### src/rtl/wfr_sample_decimator.sv
// Decimates a multi-channel sample stream by 2^k in pick or boxcar-average mode, folding window triggers onto the output.
// Optional build macro WFR_DECIM_ROUND_EN: average mode rounds half-up instead of flooring.
module wfr_sample_decimator #(
    parameter int CHANNELS        = 4,
    parameter int SAMPLE_WIDTH    = 32,
    parameter int MAX_LOG2_DECIM  = 8,
    parameter int TIMESTAMP_WIDTH = 64,
    parameter int TRIGGER_WIDTH   = 8
) (
    input  logic                               clk,
    input  logic                               rst,
    input  logic [3:0]                         cfgLog2Decim,
    input  logic                               cfgAverage,
    input  logic                               cfgUpdate,
    input  logic [CHANNELS*SAMPLE_WIDTH-1:0]   inData,
    input  logic                               inValid,
    input  logic [TRIGGER_WIDTH-1:0]           inTriggers,
    input  logic [TIMESTAMP_WIDTH-1:0]         inTimestamp,
    output logic [CHANNELS*SAMPLE_WIDTH-1:0]   outData,
    output logic                               outValid,
    output logic [TRIGGER_WIDTH-1:0]           outTriggers,
    output logic [TIMESTAMP_WIDTH-1:0]         outTimestamp,
    output logic [MAX_LOG2_DECIM-1:0]          windowPhase
);

    localparam int DATA_WIDTH = CHANNELS * SAMPLE_WIDTH;
    localparam int ACC_WIDTH  = SAMPLE_WIDTH + MAX_LOG2_DECIM;
    localparam int K_WIDTH    = $clog2(MAX_LOG2_DECIM + 1);

    localparam logic [K_WIDTH-1:0]         K_MAX      = K_WIDTH'(MAX_LOG2_DECIM);
    localparam logic [MAX_LOG2_DECIM-1:0]  PHASE_ZERO = {MAX_LOG2_DECIM{1'b0}};
    localparam logic [MAX_LOG2_DECIM-1:0]  PHASE_ONE  = {{(MAX_LOG2_DECIM-1){1'b0}}, 1'b1};
    localparam logic [MAX_LOG2_DECIM-1:0]  PHASE_ALL  = {MAX_LOG2_DECIM{1'b1}};
    localparam logic [ACC_WIDTH-1:0]       ACC_ZERO   = {ACC_WIDTH{1'b0}};
    localparam logic [ACC_WIDTH-1:0]       ACC_ONE    = {{(ACC_WIDTH-1){1'b0}}, 1'b1};
    localparam logic [TRIGGER_WIDTH-1:0]   TRIG_ZERO  = {TRIGGER_WIDTH{1'b0}};
    localparam logic [TIMESTAMP_WIDTH-1:0] TS_ZERO    = {TIMESTAMP_WIDTH{1'b0}};
    localparam logic [DATA_WIDTH-1:0]      DATA_ZERO  = {DATA_WIDTH{1'b0}};

    logic [K_WIDTH-1:0]                log2Decim_r;
    logic                              average_r;
    logic [MAX_LOG2_DECIM-1:0]         phase_r;
    logic signed [ACC_WIDTH-1:0]       acc_r [CHANNELS];
    logic [TIMESTAMP_WIDTH-1:0]        tsFirst_r;
    logic [TRIGGER_WIDTH-1:0]          trigColl_r;

    logic [K_WIDTH-1:0]                kClamped_s;
    logic [K_WIDTH-1:0]                shiftAmt_s;
    logic [MAX_LOG2_DECIM-1:0]         termPhase_s;
    logic                              accept_s;
    logic                              isTerm_s;
    logic                              phaseZero_s;
    logic signed [ACC_WIDTH-1:0]       roundAdd_s;
    logic signed [ACC_WIDTH-1:0]       sampleExt_s [CHANNELS];
    logic signed [ACC_WIDTH-1:0]       sum_s [CHANNELS];
    logic signed [ACC_WIDTH-1:0]       scaled_s [CHANNELS];
    logic [DATA_WIDTH-1:0]             newData_s;
    logic [TIMESTAMP_WIDTH-1:0]        windowTs_s;

    // Config clamp and window terminal-phase decode
    always_comb begin
        kClamped_s = K_MAX;
        if (32'(cfgLog2Decim) > 32'(MAX_LOG2_DECIM)) begin
            kClamped_s = K_MAX;
        end else begin
            kClamped_s = K_WIDTH'(cfgLog2Decim);
        end
        shiftAmt_s  = K_MAX - log2Decim_r;
        termPhase_s = PHASE_ALL >> shiftAmt_s;
        phaseZero_s = (phase_r == PHASE_ZERO);
        accept_s    = inValid & ~cfgUpdate;
        isTerm_s    = accept_s & (phase_r == termPhase_s);
        windowTs_s  = phaseZero_s ? inTimestamp : tsFirst_r;
`ifdef WFR_DECIM_ROUND_EN
        // Half of 2^k, which is zero when k = 0
        roundAdd_s  = $signed((ACC_WIDTH'(termPhase_s) + ACC_ONE) >> 1);
`else
        roundAdd_s  = $signed(ACC_ZERO);
`endif
    end

    // Per-channel running sum including the current sample, and the decimated value
    always_comb begin
        newData_s = DATA_ZERO;
        for (int n = 0; n < CHANNELS; n++) begin
            sampleExt_s[n] = $signed({{MAX_LOG2_DECIM{inData[n*SAMPLE_WIDTH + SAMPLE_WIDTH - 1]}},
                                      inData[n*SAMPLE_WIDTH +: SAMPLE_WIDTH]});
            sum_s[n]       = phaseZero_s ? sampleExt_s[n] : (acc_r[n] + sampleExt_s[n]);
            scaled_s[n]    = (sum_s[n] + roundAdd_s) >>> log2Decim_r;
            if (average_r) begin
                newData_s[n*SAMPLE_WIDTH +: SAMPLE_WIDTH] = scaled_s[n][SAMPLE_WIDTH-1:0];
            end else begin
                newData_s[n*SAMPLE_WIDTH +: SAMPLE_WIDTH] = inData[n*SAMPLE_WIDTH +: SAMPLE_WIDTH];
            end
        end
    end

    // Latched config, phase counter, first-sample timestamp and trigger collector
    always_ff @(posedge clk or posedge rst) begin
        if (rst) begin
            log2Decim_r <= {K_WIDTH{1'b0}};
            average_r   <= 1'b0;
            phase_r     <= PHASE_ZERO;
            tsFirst_r   <= TS_ZERO;
            trigColl_r  <= TRIG_ZERO;
        end else if (cfgUpdate) begin
            log2Decim_r <= kClamped_s;
            average_r   <= cfgAverage;
            phase_r     <= PHASE_ZERO;
            tsFirst_r   <= TS_ZERO;
            trigColl_r  <= TRIG_ZERO;
        end else begin
            if (accept_s) begin
                phase_r <= isTerm_s ? PHASE_ZERO : (phase_r + PHASE_ONE);
                if (phaseZero_s) begin
                    tsFirst_r <= inTimestamp;
                end
            end
            trigColl_r <= isTerm_s ? TRIG_ZERO : (trigColl_r | inTriggers);
        end
    end

    // Channel accumulators
    always_ff @(posedge clk or posedge rst) begin
        if (rst) begin
            for (int n = 0; n < CHANNELS; n++) begin
                acc_r[n] <= $signed(ACC_ZERO);
            end
        end else if (cfgUpdate) begin
            for (int n = 0; n < CHANNELS; n++) begin
                acc_r[n] <= $signed(ACC_ZERO);
            end
        end else if (accept_s) begin
            for (int n = 0; n < CHANNELS; n++) begin
                acc_r[n] <= sum_s[n];
            end
        end
    end

    // Registered decimated output; data, triggers and timestamp hold between strobes
    always_ff @(posedge clk or posedge rst) begin
        if (rst) begin
            outValid     <= 1'b0;
            outData      <= DATA_ZERO;
            outTriggers  <= TRIG_ZERO;
            outTimestamp <= TS_ZERO;
        end else begin
            outValid <= isTerm_s;
            if (isTerm_s) begin
                outData      <= newData_s;
                outTriggers  <= trigColl_r | inTriggers;
                outTimestamp <= windowTs_s;
            end
        end
    end

    assign windowPhase = phase_r;

endmodule

### config.mk
export PLATFORM = sky130hd
export DESIGN_NAME = wfr_sample_decimator
export DESIGN_NICKNAME = d
export VERILOG_FILES = /design/src/rtl/wfr_sample_decimator.sv
export SDC_FILE = /design/constraint.sdc
export NUM_CORES = 2
export LEC_CHECK = 0
export ABC_CLOCK_PERIOD_IN_PS = 14900
export BUFFER_PORTS_ARGS = -buffer_cell sky130_fd_sc_hd__buf_4
export CAP_MARGIN = 20
export CORE_ASPECT_RATIO = 1.1
export CORE_UTILIZATION = 54
export DETAILED_ROUTE_END_ITERATION = 8
export PLACE_DENSITY_LB_ADDON = 0.2
export SLEW_MARGIN = 0
export SYNTH_ARGS = -nofsm -noshare
export SYNTH_HDL_FRONTEND = slang
export SYNTH_SLANG_ARGS = --single-unit
### constraint.sdc
create_clock -name clk -period 14.9 [get_ports clk]
set_input_delay 0.745 -clock clk [delete_from_list [all_inputs] [get_ports clk]]
set_output_delay 0.745 -clock clk [all_outputs]
set_load 0.03 [all_outputs]
# Yosys cells after proc, flatten, opt, wreduce, memory -nomap -nowiden
# Index checks and enable logic that the tools add are counted.
dict set report word_totals {
  register_bits 446
  in_bits 209
  out_inout_bits 209
  word_cells 51
}
dict set report classes {
  addsub 6
  order_cmp 1
  eq_ne 1
  n_shift 5
  n_mux 19
  n_bitwise 4
  n_reduce_logical 2
}
# operator n
set op_table {}
lappend op_table {{2-to-1 mux 160 bit} 2}
lappend op_table {{2-to-1 mux 64 bit} 3}
lappend op_table {{adder 40 x 32 -> 40 bit} 4}
lappend op_table {{2-to-1 mux 40 bit} 4}
lappend op_table {{>>> shifter 40 x 4 -> 32 bit} 4}
lappend op_table {{2-to-1 mux 32 bit} 4}
lappend op_table {{2-to-1 mux 8 bit} 5}
lappend op_table {{adder 8 x 1 -> 8 bit (second input constant)} 1}
lappend op_table {{== test 8 bit} 1}
lappend op_table {{zero test 8 bit} 1}
lappend op_table {{OR 8 bit} 1}
lappend op_table {{right shift 8 x 4 -> 8 bit (first input constant)} 1}
lappend op_table {{> comparator 4 bit (second input constant)} 1}
lappend op_table {{2-to-1 mux 4 bit} 1}
lappend op_table {{subtractor 4 bit (first input constant)} 1}
lappend op_table {{AND 1 bit} 2}
lappend op_table {{nonzero test 2 bit} 1}
lappend op_table {{inverter 1 bit} 1}

# Depth between registers and ports, before layout
dict set report depth {
  ltp_word 7
  ltp_mapped 21
  depth_no_buf 14
}

# Worst setup path after synthesis
# No wires, ideal clock.
dict set report synth_timing {
  kind {reg-to-reg}
  startpoint {register log2Decim_r[0]}
  endpoint {register outData[109]}
  setup_ps 142
  arrival_ps 4542
  t_required_ps 14758
  path_slack_ps 10216
  path_stages_with_launch 20
  path_buffers 9
  synth_period_minus_slack_ps 4684
  path_cell_list {dfrtp_1 > buf_2 > inv_1 > buf_1 > buf_1 > clkbuf_1 > buf_1 > ha_1 > inv_1 > ha_1 > a31o_2 > a221oi_1 > nand2b_1 > or3b_1 > clkbuf_1 > buf_2 > buf_2 > clkbuf_1 > a21oi_1 > o221ai_1}
}
dict set report synth_via {
  elab_chain_len 4
  word_cells_on_any_way 6
  cone_classes {add/sub: 1; eq/ne: 1; shift: 2; mux: 1; bitwise: 1}
}
# element line_no
set synth_lines {}
lappend synth_lines {{start, declared} 40} ;# logic [K_WIDTH-1:0] log2Decim_r;
lappend synth_lines {{start signal, assigned} 101} ;# log2Decim_r <= {K_WIDTH{1'b0}};
lappend synth_lines {{start signal, assigned} 107} ;# log2Decim_r <= kClamped_s;
lappend synth_lines {{subtractor 4 bit} 68} ;# shiftAmt_s = K_MAX - log2Decim_r;
lappend synth_lines {{right shift 8 x 4 -> 8 bit} 69} ;# termPhase_s = PHASE_ALL >> shiftAmt_s;
lappend synth_lines {{== test 8 bit} 72} ;# isTerm_s = accept_s & (phase_r == termPhase_s);
lappend synth_lines {{AND 1 bit} 72}
lappend synth_lines {{end signal, assigned} 150} ;# outData <= newData_s;
lappend synth_lines {{end, declared} 19} ;# output logic [CHANNELS*SAMPLE_WIDTH-1:0] outData,
# Several ways; a longest one is shown, not always the timed one.
# A chain may end at the register's enable or synchronous reset.

# Final worst setup path
dict set report layout_timing {
  startpoint {register log2Decim_r[1]}
  endpoint {register outData[23]}
}
# The elaborated chain is that of the path after synthesis.

==> results.json <==
{
  "die_width_um": 255,
  "row_count": 101,
  "root_buffer": "clkbuf_16",
  "clock_latency_ns": 0.65,
  "synth_top_cell_by_area": "dfrtp_1",
  "max_freq_mhz": 171,
  "worstPathRequired_ns": 15.46,
  "worstMarginPinSlew_ns": 1.09,
  "cts.sinks": 446,
  "initial_utilization": 0.548,
  "antenna_left": 0,
  "yosysWarnings": 0,
  "worstSetupStartpointType": "flop",
  "antenna_found_initial": 4,
  "powerDensity_nw_per_um2": 144,
  "areaGrowthSynthToFinish_pct": 13.3,
  "finClkSkew_ns": 0.0272,
  "ys_seq_elements": 446,
  "grt_max_degree": 166,
  "ctsResizeCount": 0,
  "synth_ff_type": "dfrtp_1",
  "die_h_um": 280,
  "synth_edf_count": 0,
  "status": "finished clean",
  "clockBufferDepth": 3,
  "dr.first_iter.drc_count": 4948,
  "drive_above_1_share": 0.149,
  "dr.pass1.iters": 8,
  "cts_tree": "yes",
  "first_global_vias": 38594,
  "fin_tns_setup_ns": 0,
  "layout_min_cycle_time_ns": 5.86,
  "die_area_um2": 71400,
  "grt_overflow_total": 0,
  "cts_max_level": 2,
  "drc_errors": 0,
  "busiest_layer": "met2",
  "drv_slew": 0,
  "cts_buffers": 52,
  "ios": 418,
  "dp_hpwl_um": 113000,
  "synth_nets": 5077,
  "rsz0062_at_grt": "false",
  "finalSetupViolCount": 0,
  "leakagePower_nw": 18.9,
  "placement.io_buffers": 417,
  "ys_types": 99,
  "hold_viol_final": 0,
  "finalCritPeriodShare": 0.393,
  "fp.coreArea_um2": 69400,
  "postCtsHoldBufs": 0,
  "vias": 40704,
  "yosysTopAreaCellShare": 0.294,
  "nFillCells": 6241,
  "grt_usage": 0.429,
  "ys_seq_area_frac": 0.294,
  "max-slew-margin-rel": 0.270,
  "wire_per_inst_um": 26.9,
  "use_met3": 0.103,
  "crit_fanout": 60,
  "cts_setup_buffers": 0,
  "syn_avg_cell_area_um2": 8.08,
  "syn_inst": 4702,
  "r2r_setup_slack_ns": 9.04,
  "clk_pin_slew_ns": 0.07,
  "ys_top_cells_by_area": "dfrtp_1, mux2i_1, o21ai_0",
  "final_nets": 5227,
  "wl_um": 157000,
  "post-route-cell-area_um2": 43100,
  "end_kind": "flop",
  "use_met1": 0.539,
  "synthArstFlopShare": 1.00,
  "peakVddDrop_mv": 0.0997,
  "arrival_ns": 6.42,
  "grt_pass1_wl_um": 236000,
  "crit_type": "flop to flop",
  "cap_violations": 0,
  "postPlaceCellArea_um2": 41300,
  "via_per_inst": 6.99,
  "hold_class": "input port to async pin",
  "syn_area_um2": 38000,
  "grtUsageMet2": 0.657,
  "gp_congestion": 1.03
}
[report_power, final]
| part | switching [mW] | internal, mW |
|---|---|---|
| combinational | 1.93 | 1.05 |
| sequential | 0.337 | 1.51 |
| clock | 0.593 | 0.780 |
| total | 2.86 | 3.33 |
[area by class of cell]
| type | count | area (um2) | area share |
|---|---|---|---|
| multi-input combinational | 3816 | 25100 | 0.583 |
| clock buffer | 73 | 1470 | 0.0341 |
| antenna | 2 | 5.00 | 0.000116 |
| sequential | 446 | 11200 | 0.260 |
| inverter | 69 | 273 | 0.00634 |
| clock inverter | 24 | 294 | 0.00683 |
| timing repair buffer | 467 | 3560 | 0.0827 |
| tap | 927 | 1160 | 0.0269 |
[cell usage after synthesis (19+ instances only)]
library cell and instances:
a211o_1 28, a211oi_1 187, a21o_1 54, a21oi_1 381, a221oi_1 40, a22o_1 73, a311oi_1 19, a31oi_1 45
and2_1 37, and3_1 54, buf_1 33, buf_2 55, clkbuf_1 275, dfrtp_1 446, ha_1 162, inv_1 66
mux2_2 75, mux2i_1 245, mux4_2 39, nand2_1 462, nand3_1 76, nand4_1 76, nor2_1 498, nor3_1 124
nor4_1 30, o211ai_1 59, o21a_1 50, o21ai_0 420, o21bai_1 20, o221ai_1 39, o22ai_1 37, o31ai_1 21
or3_1 97, xnor2_1 51, xor2_1 47
[cells by family (layout without fill, tap and decap cells)]
logic type,Yosys count,in the layout,share of synthesized area
buffers and inverters,440,633,0.0465
adder cells (fa/ha/maj),166,166,0.0555
AND/OR/NAND/NOR,1540,1540,0.187
other,0,2,0
multiplexers,359,359,0.110
XOR/XNOR,99,99,0.0230
AO/OA/AOI/OAI,1652,1652,0.285
flip-flops,446,446,0.294
[final timing paths]
check,from,endpoint,cells past startpoint
worst max-delay path,log2Decim_r[1]$_DFFE_PP0P_,outData[23]$_DFFE_PP0P_,15
worst min-delay path,rst,outTimestamp[3]$_DFFE_PP0P_,2
worst max register to register,log2Decim_r[1]$_DFFE_PP0P_,outData[23]$_DFFE_PP0P_,15
worst min register to register,outTimestamp[9]$_DFFE_PP0P_,outTimestamp[9]$_DFFE_PP0P_,2
max in group asynchronous,rst,acc_r[15]$_DFFE_PP0P_,4
min in group clk,cfgAverage,average_r$_DFFE_PP0P_,3
[routing by layer]
metal	share of wire	routed length, um
met3	0.11	16600
met4	0.072	11200
met5	0.000070	11
met2	0.44	69300
met1	0.38	59400
[state kept, by name, indices dropped and copies added, names as in the netlist]
name	flops
outTriggers	8
outData	128
tsFirst_r	64
average_r	1
log2Decim_r	4
windowPhase	8
acc_r	160
outTimestamp	64
trigColl_r	8
outValid	1
[cells in the final DEF (no fill, tap or decap), types with 59 or more instances in the layout]
| cell | n |
|---|---|
| nor2_1 | 496 |
| nor3_1 | 124 |
| dfrtp_1 | 441 |
| or3_1 | 97 |
| mux2i_1 | 245 |
| buf_4 | 461 |
| nand2_1 | 462 |
| o211ai_1 | 59 |
| a21oi_1 | 380 |
| mux2_2 | 75 |
| o21ai_0 | 420 |
| a22o_1 | 73 |
| ha_1 | 162 |
| nand3_1 | 76 |
| nand4_1 | 76 |
| inv_1 | 62 |
| a211oi_1 | 187 |
[metrics by stage]
step	power, mW	worst slack (ns)	hold WS, ns	instances	utilization
after floorplan	3.61	1.73	0.465	4702	-
after detailed placement	4.74	9.21	0.472	5725	0.595
after global routing	6.44	8.78	0.252	5824	0.621
after global placement	4.72	9.16	0.463	5724	0.595
final	6.19	9.04	0.209	5824	0.621
after CTS	6.11	9.18	0.238	5822	0.620
[critical path, cell delays in order (launching register included)]
cell	delay [ns]
dfrtp_4	0.78
inv_4	0.74
ha_1	0.30
inv_1	0.05
ha_1	0.37
o21ai_0	0.15
a221oi_1	0.41
nand2b_1	0.17
or3b_4	0.64
buf_4	0.44
nor2_4	0.62
buf_4	0.45
nand2_1	0.09
o221ai_1	0.24
o22ai_1	0.12
a21oi_1	0.12
(Power assumes the default switching activity.)
